<file path="config.mk">
export PLATFORM = sky130hd
export DESIGN_NAME = bpu_btb
export DESIGN_NICKNAME = d
export VERILOG_FILES = /design/src/rtl/bpu_pkg.sv /design/src/rtl/bpu_perf_cnt.sv /design/src/rtl/bpu_btb.sv
export SDC_FILE = /design/constraint.sdc
export NUM_CORES = 2
export LEC_CHECK = 0
export CAP_MARGIN = 20
export CORE_ASPECT_RATIO = 1.4
export CORE_MARGIN = 8
export CORE_UTILIZATION = 45
export CTS_CLUSTER_DIAMETER = 60
export CTS_CLUSTER_SIZE = 14
export DETAILED_ROUTE_END_ITERATION = 8
export SYNTH_ARGS = -nofsm -noshare
export SYNTH_HDL_FRONTEND = slang
export SYNTH_SLANG_ARGS = --single-unit
</file>
<file path="constraint.sdc">
create_clock -name i_clk -period 64.7 [get_ports i_clk]
set_clock_uncertainty 0.05 [all_clocks]
set_input_delay 12.94 -clock i_clk [delete_from_list [all_inputs] [get_ports i_clk]]
set_output_delay 12.94 -clock i_clk [all_outputs]
set_load 0.1 [all_outputs]
</file>
<file path="src/rtl/bpu_pkg.sv">
// Shared types and CNT_W-generic saturating counter helpers for the branch predictor.
package bpu_pkg;

    // Widest prediction counter the helpers handle; callers zero-extend and truncate.
    localparam int unsigned CNT_MAX_W = 16;

    typedef enum logic [1:0] {
        RD_NONE,
        RD_DIR,
        RD_TGT,
        RD_ALIAS
    } rd_reason_t;

    function automatic logic [CNT_MAX_W-1:0] sat_inc(input logic [CNT_MAX_W-1:0] v,
                                                     input int unsigned w);
        logic [CNT_MAX_W-1:0] top;
        top = (CNT_MAX_W'(1) << w) - CNT_MAX_W'(1);
        return (v >= top) ? top : v + CNT_MAX_W'(1);
    endfunction

    function automatic logic [CNT_MAX_W-1:0] sat_dec(input logic [CNT_MAX_W-1:0] v);
        return (v == '0) ? '0 : v - CNT_MAX_W'(1);
    endfunction

endpackage

</file>
<file path="src/rtl/bpu_perf_cnt.sv">
// Saturating 32-bit event counter with asynchronous active-high clear.
module bpu_perf_cnt (
    input  logic        clk,
    input  logic        rst,
    input  logic        inc,
    output logic [31:0] count
);

    always_ff @(posedge clk or posedge rst) begin
        if (rst) begin
            count <= '0;
        end else if (inc && (count != '1)) begin
            count <= count + 32'd1;
        end
    end

endmodule

</file>
<file path="src/rtl/bpu_btb.sv">
// Direct-mapped BTB with per-entry saturating direction counters and mispredict/redirect logic.
// Optional resolved-branch and mispredict counters are built when BPU_STATS_EN is defined.
module bpu_btb
    import bpu_pkg::*;
#(
    parameter int unsigned ENTRIES = 32,
    parameter int unsigned TAG_W   = 8,
    parameter int unsigned CNT_W   = 2
) (
    input  logic        i_clk,
    input  logic        i_rst,
    input  logic [31:0] i_if_pc,
    output logic        o_pred_hit,
    output logic        o_pred_taken,
    output logic [31:0] o_pred_target,
    input  logic        i_upd_vld,
    input  logic [31:0] i_upd_pc,
    input  logic        i_upd_is_br,
    input  logic        i_upd_is_jmp,
    input  logic        i_upd_taken,
    input  logic [31:0] i_upd_target,
    input  logic        i_upd_pred_taken,
    input  logic [31:0] i_upd_pred_target,
    output logic        o_mispredict,
    output logic [31:0] o_redirect_pc,
    output logic [31:0] o_stat_br,
    output logic [31:0] o_stat_mis
);

    localparam int unsigned IDX_W  = $clog2(ENTRIES);
    localparam int unsigned TAG_LO = IDX_W + 2;
    localparam logic [CNT_W-1:0] CNT_WEAK = CNT_W'(1 << (CNT_W - 1));
    localparam logic [CNT_W-1:0] CNT_MAX  = '1;

    logic             valid_q [ENTRIES];
    logic [TAG_W-1:0] tag_q   [ENTRIES];
    logic [31:0]      tgt_q   [ENTRIES];
    logic [CNT_W-1:0] cnt_q   [ENTRIES];

    logic [IDX_W-1:0] if_idx;
    logic [TAG_W-1:0] if_tag;
    logic [IDX_W-1:0] upd_idx;
    logic [TAG_W-1:0] upd_tag;
    logic             upd_hit;
    logic             is_ctrl;
    logic             unused_pc_bits;
    rd_reason_t       reason;

    logic             wr_en;
    logic             wr_valid;
    logic [31:0]      wr_tgt;
    logic [CNT_W-1:0] wr_cnt;

    assign if_idx  = i_if_pc[IDX_W+1:2];
    assign if_tag  = i_if_pc[TAG_LO+TAG_W-1:TAG_LO];
    assign upd_idx = i_upd_pc[IDX_W+1:2];
    assign upd_tag = i_upd_pc[TAG_LO+TAG_W-1:TAG_LO];
    assign upd_hit = valid_q[upd_idx] && (tag_q[upd_idx] == upd_tag);
    assign is_ctrl = i_upd_is_br || i_upd_is_jmp;

    assign unused_pc_bits = ^i_if_pc;

    // Asynchronous read of the pre-update table; no bypass from a same-cycle write.
    always_comb begin
        o_pred_hit    = valid_q[if_idx] && (tag_q[if_idx] == if_tag);
        o_pred_taken  = o_pred_hit && cnt_q[if_idx][CNT_W-1];
        o_pred_target = o_pred_hit ? tgt_q[if_idx] : '0;
    end

    always_comb begin
        reason = RD_NONE;
        if (i_upd_vld) begin
            if (is_ctrl) begin
                if (i_upd_pred_taken != i_upd_taken) begin
                    reason = RD_DIR;
                end else if (i_upd_taken && (i_upd_pred_target != i_upd_target)) begin
                    reason = RD_TGT;
                end
            end else if (i_upd_pred_taken) begin
                reason = RD_ALIAS;
            end
        end
    end

    assign o_mispredict  = (reason != RD_NONE);
    assign o_redirect_pc = i_upd_taken ? i_upd_target : i_upd_pc + 32'd4;

    always_comb begin
        wr_en    = 1'b0;
        wr_valid = 1'b0;
        wr_tgt   = tgt_q[upd_idx];
        wr_cnt   = cnt_q[upd_idx];
        if (i_upd_vld) begin
            if (i_upd_is_jmp) begin
                wr_en    = 1'b1;
                wr_valid = 1'b1;
                wr_tgt   = i_upd_target;
                wr_cnt   = CNT_MAX;
            end else if (i_upd_is_br) begin
                if (upd_hit) begin
                    wr_en    = 1'b1;
                    wr_valid = 1'b1;
                    wr_cnt   = i_upd_taken
                             ? CNT_W'(sat_inc(CNT_MAX_W'(cnt_q[upd_idx]), CNT_W))
                             : CNT_W'(sat_dec(CNT_MAX_W'(cnt_q[upd_idx])));
                    if (i_upd_taken) begin
                        wr_tgt = i_upd_target;
                    end
                end else if (i_upd_taken) begin
                    wr_en    = 1'b1;
                    wr_valid = 1'b1;
                    wr_tgt   = i_upd_target;
                    wr_cnt   = CNT_WEAK;
                end
            end else if ((reason == RD_ALIAS) && upd_hit) begin
                wr_en    = 1'b1;
                wr_valid = 1'b0;
            end
        end
    end

    always_ff @(posedge i_clk or posedge i_rst) begin
        if (i_rst) begin
            for (int unsigned i = 0; i < ENTRIES; i++) begin
                valid_q[i] <= 1'b0;
                tag_q[i]   <= '0;
                tgt_q[i]   <= '0;
                cnt_q[i]   <= '0;
            end
        end else if (wr_en) begin
            valid_q[upd_idx] <= wr_valid;
            tag_q[upd_idx]   <= upd_tag;
            tgt_q[upd_idx]   <= wr_tgt;
            cnt_q[upd_idx]   <= wr_cnt;
        end
    end

`ifdef BPU_STATS_EN
    bpu_perf_cnt u_stat_br (
        .clk   (i_clk),
        .rst   (i_rst),
        .inc   (i_upd_vld && is_ctrl),
        .count (o_stat_br)
    );

    bpu_perf_cnt u_stat_mis (
        .clk   (i_clk),
        .rst   (i_rst),
        .inc   (o_mispredict),
        .count (o_stat_mis)
    );
`else
    assign o_stat_br  = '0;
    assign o_stat_mis = '0;
`endif

endmodule
</file>
==> results.sh <==
export IMPL_status="finished clean"
export IMPL_cp_cell_sequence="buf_8 -> buf_4 -> buf_4 -> mux4_2 -> mux4_2 -> mux2i_1 -> xnor2_1 -> nor4_1 -> nand3_4 -> nor2_1 -> clkdlybuf4s50_1"
export IMPL_crit_arrival_ns=19.67
export IMPL_post_cts_buffers=0
export IMPL_drt_initial_drc_count=4026
export IMPL_multi_input_area_sq_mm=0.0428
export IMPL_max_vdd_ir_drop_v=0.0000228
export IMPL_grt_max_degree=131
export IMPL_area_growth_syn_to_layout_pct=6.42
export IMPL_core_sq_mm=0.181
export IMPL_slew_headroom=0.241
export IMPL_hold_viol_final=0
export IMPL_setup_violations=0
export IMPL_holdPathStages=1
export IMPL_die_w_um=376
export IMPL_postRouteWirelength_mm=257
export IMPL_ys_ff_latch=1376
export IMPL_crit_path_top_delay_cell="clkdlybuf4s50_1"
export IMPL_grt_pass1_wl_mm=374
export IMPL_ys_seq_area_frac=0.421
export IMPL_switching_share=0.288
export IMPL_die_area_sq_mm=0.196
export IMPL_hold_buffers=0
export IMPL_worstHoldStart="cnt_q[30]$_DFFE_PP0P_"
export IMPL_synth_cell_types=76
export IMPL_grt_pass1_vias=50300
export IMPL_post_route_drc_count=0
export IMPL_r2r_start="tag_q[26]$_DFFE_PP0P_"
export IMPL_slowest_delay_ns=1.18
export IMPL_tns_ns=0
export IMPL_port_buffers=182
export IMPL_clock_power_share=0.302
export IMPL_r2r_cells=11
export IMPL_powerDensity_mw_per_mm2=26.8
export IMPL_antenna_found_initial=5
export IMPL_power_internal_mw=1.66
export IMPL_comb_power_share=0.233
export IMPL_netSwitchingPower_mw=0.670
export IMPL_vias_per_cell=6.40
export IMPL_overflow=0
export IMPL_drv_cap=0
export IMPL_end_kind="output pin"
export IMPL_clk_pin_slew_ns=0.07
export IMPL_num_io_pins=266
export IMPL_netlist_top_cells_area="dfrtp_1 (42%), mux2_4 (21%), mux4_2 (19%), mux2_2 (3.1%), buf_12 (3.0%)"
export IMPL_cts_tree="built"
export IMPL_start_util=0.451
export IMPL_synth_commonest_cells="dfrtp_1 (1376), mux2_4 (1160), mux4_2 (702)"
export IMPL_post_dp_hpwl_mm=149
export IMPL_leakagePower_nw=37.8
export IMPL_p_seq_frac=0.465
export IMPL_synth_avg_cell_area_sq_um=16.7
export IMPL_r2r_end="tgt_q[124]$_DFFE_PP0P_"
export IMPL_path_max_fanout=53
export IMPL_tightest_slew_ns=1.14
export IMPL_syn_area_sq_mm=0.0817
export IMPL_root_buffer="clkbuf_16"
export IMPL_regArea_sq_mm=0.0344
export IMPL_drive_above_1_share=0.510
export IMPL_power_mw=2.33
export IMPL_htree_levels=3
export IMPL_cts_buffers=116
export IMPL_async_flop_share=1.00
export IMPL_ys_warn_count=0
export IMPL_clock_fmax_mhz=30.6
export IMPL_rsz0062_at_grt="no"
export IMPL_detail_route_antenna_nets=0
export IMPL_syn_inst=4903
export IMPL_clkSinkCount=1376
export IMPL_fill_cells=15400
export IMPL_dieHeight_um=520
export IMPL_slew_viol_final=0
export IMPL_place_gp_congestion=0.910
export IMPL_clockBufferDepth=3
export IMPL_vias=46900
export IMPL_cp_start_kind="input pin"
export IMPL_r2r_slack_ns=58.45
export IMPL_synth_edff_count=0
export IMPL_clock_latency_ns=0.76
export IMPL_utilization=0.480
export IMPL_crit_type="input pin to output pin"
export IMPL_fin_crit_sh=0.505
export IMPL_fp_row_count=185
export IMPL_final_min_clock_period_ns=32.66
export IMPL_yosysTopAreaCell="dfrtp_1"
export IMPL_grtUsageTotal=0.260
export IMPL_ys_flop_type="dfrtp_1"
export IMPL_dr_pass1_iters=5
export IMPL_min_to="cnt_q[30]$_DFFE_PP0P_"
export IMPL_nets=4981
export IMPL_synth_top_area_frac=0.421
export IMPL_synth_most_common_cell="dfrtp_1"
export IMPL_cts_resized=0
export IMPL_avgRoutedWirePerCell_um=35.1
export IMPL_hold_path_class="register to register"
export IMPL_required_ns=51.71
export IMPL_hold_ws_ns=0.457
[registers in the layout, indices dropped and copies added, names as in the netlist]
register and flops:
cnt_q 64, tag_q 256, tgt_q 1024, valid_q 32
[placed cells by master, fill, tap and decap left out, drive strengths merged, types with 4 or more instances in the layout]
| cell | count |
|---|---|
| a211oi | 5 |
| a21oi | 43 |
| a221oi | 4 |
| a22o | 6 |
| a22oi | 119 |
| a31oi | 4 |
| and3 | 6 |
| buf | 166 |
| bufinv | 5 |
| clkbuf | 142 |
| clkdlybuf4s50 | 171 |
| clkinv | 9 |
| conb | 64 |
| dfrtp | 1376 |
| diode | 6 |
| ha | 4 |
| inv | 16 |
| mux2 | 1384 |
| mux2i | 146 |
| mux4 | 714 |
| nand2 | 88 |
| nand2b | 5 |
| nand3 | 34 |
| nand4 | 14 |
| nand4bb | 5 |
| nor2 | 113 |
| nor2b | 4 |
| nor3 | 13 |
| nor3b | 4 |
| nor4 | 15 |
| o2111a | 21 |
| o21ai | 31 |
| o22ai | 45 |
| or4b | 4 |
| xnor2 | 42 |
| xor2 | 33 |
[worst max-delay path by stage]
stage,start,end,depth (start not counted)
6_report,i_if_pc[2],o_pred_target[13],11
5_1_grt,i_if_pc[2],o_pred_target[10],11
4_1_cts,i_if_pc[2],o_pred_target[12],11
3_5_place_dp,i_if_pc[2],o_pred_target[12],11
3_3_place_gp,i_if_pc[2],o_pred_target[19],11
2_1_floorplan,i_rst,cnt_q[0]$_DFFE_PP0P_,1
[power groups by stage]
stage	Combinational (mW)	Clock (mW)	Sequential, mW
after floorplan	0.439	0	1.06
after global placement	0.535	0	1.08
after detailed placement	0.541	0	1.09
after CTS	0.543	0.717	1.08
after global routing	0.572	0.748	1.10
final	0.541	0.703	1.08
[final cells by class]
cell class / instances / share of cell area
flip-flops and latches: 1376 / 0.396
multi-input cells: 2999 / 0.492
diodes: 6 / 0.000173
inverters: 11 / 0.000561
clock buffers: 141 / 0.0366
well taps: 2431 / 0.0350
repair buffers: 338 / 0.0361
clock inverters: 22 / 0.00341
[cells by family after synthesis]
kind of cell             Yosys count  share of synthesized area
AO/OA/AOI/OAI                    293                     0.0256
XOR/XNOR                          75                    0.00804
adder cells (fa/ha/maj)            4                   0.000613
buffers and inverters            591                     0.0603
flip-flops                      1376                      0.421
multiplexers                    2244                      0.459
other                              1                  0.0000459
AND/OR/NAND/NOR                  319                     0.0247
[critical path, delay by kind of cell]
kind,cells,cell delay (ns)
and+or+nand+nor,3,1.53
muxes,3,1.45
xor gates and xnor gates,1,0.13
buffers and inverters,4,3.34
[per-stage QoR]
step | instances | setup WS, ns | area, sq um
floorplan | 4966 | 12.91 | 81900
global placement | 7149 | 31.87 | 83300
detailed placement | 7150 | 31.82 | 83300
CTS | 7313 | 31.80 | 86800
global route | 7319 | 31.53 | 86900
finish | 7324 | 32.04 | 86900
[layer usage]
metal  track usage  vias to the layer above  routed length, um
met5             0                        -                  0
met4         0.101                        0              10900
met3        0.0503                      456              18200
met2         0.420                     1843             123000
met1         0.348                    26100             105000
li1              -                    18500                  -
(Power assumes the default switching activity.)
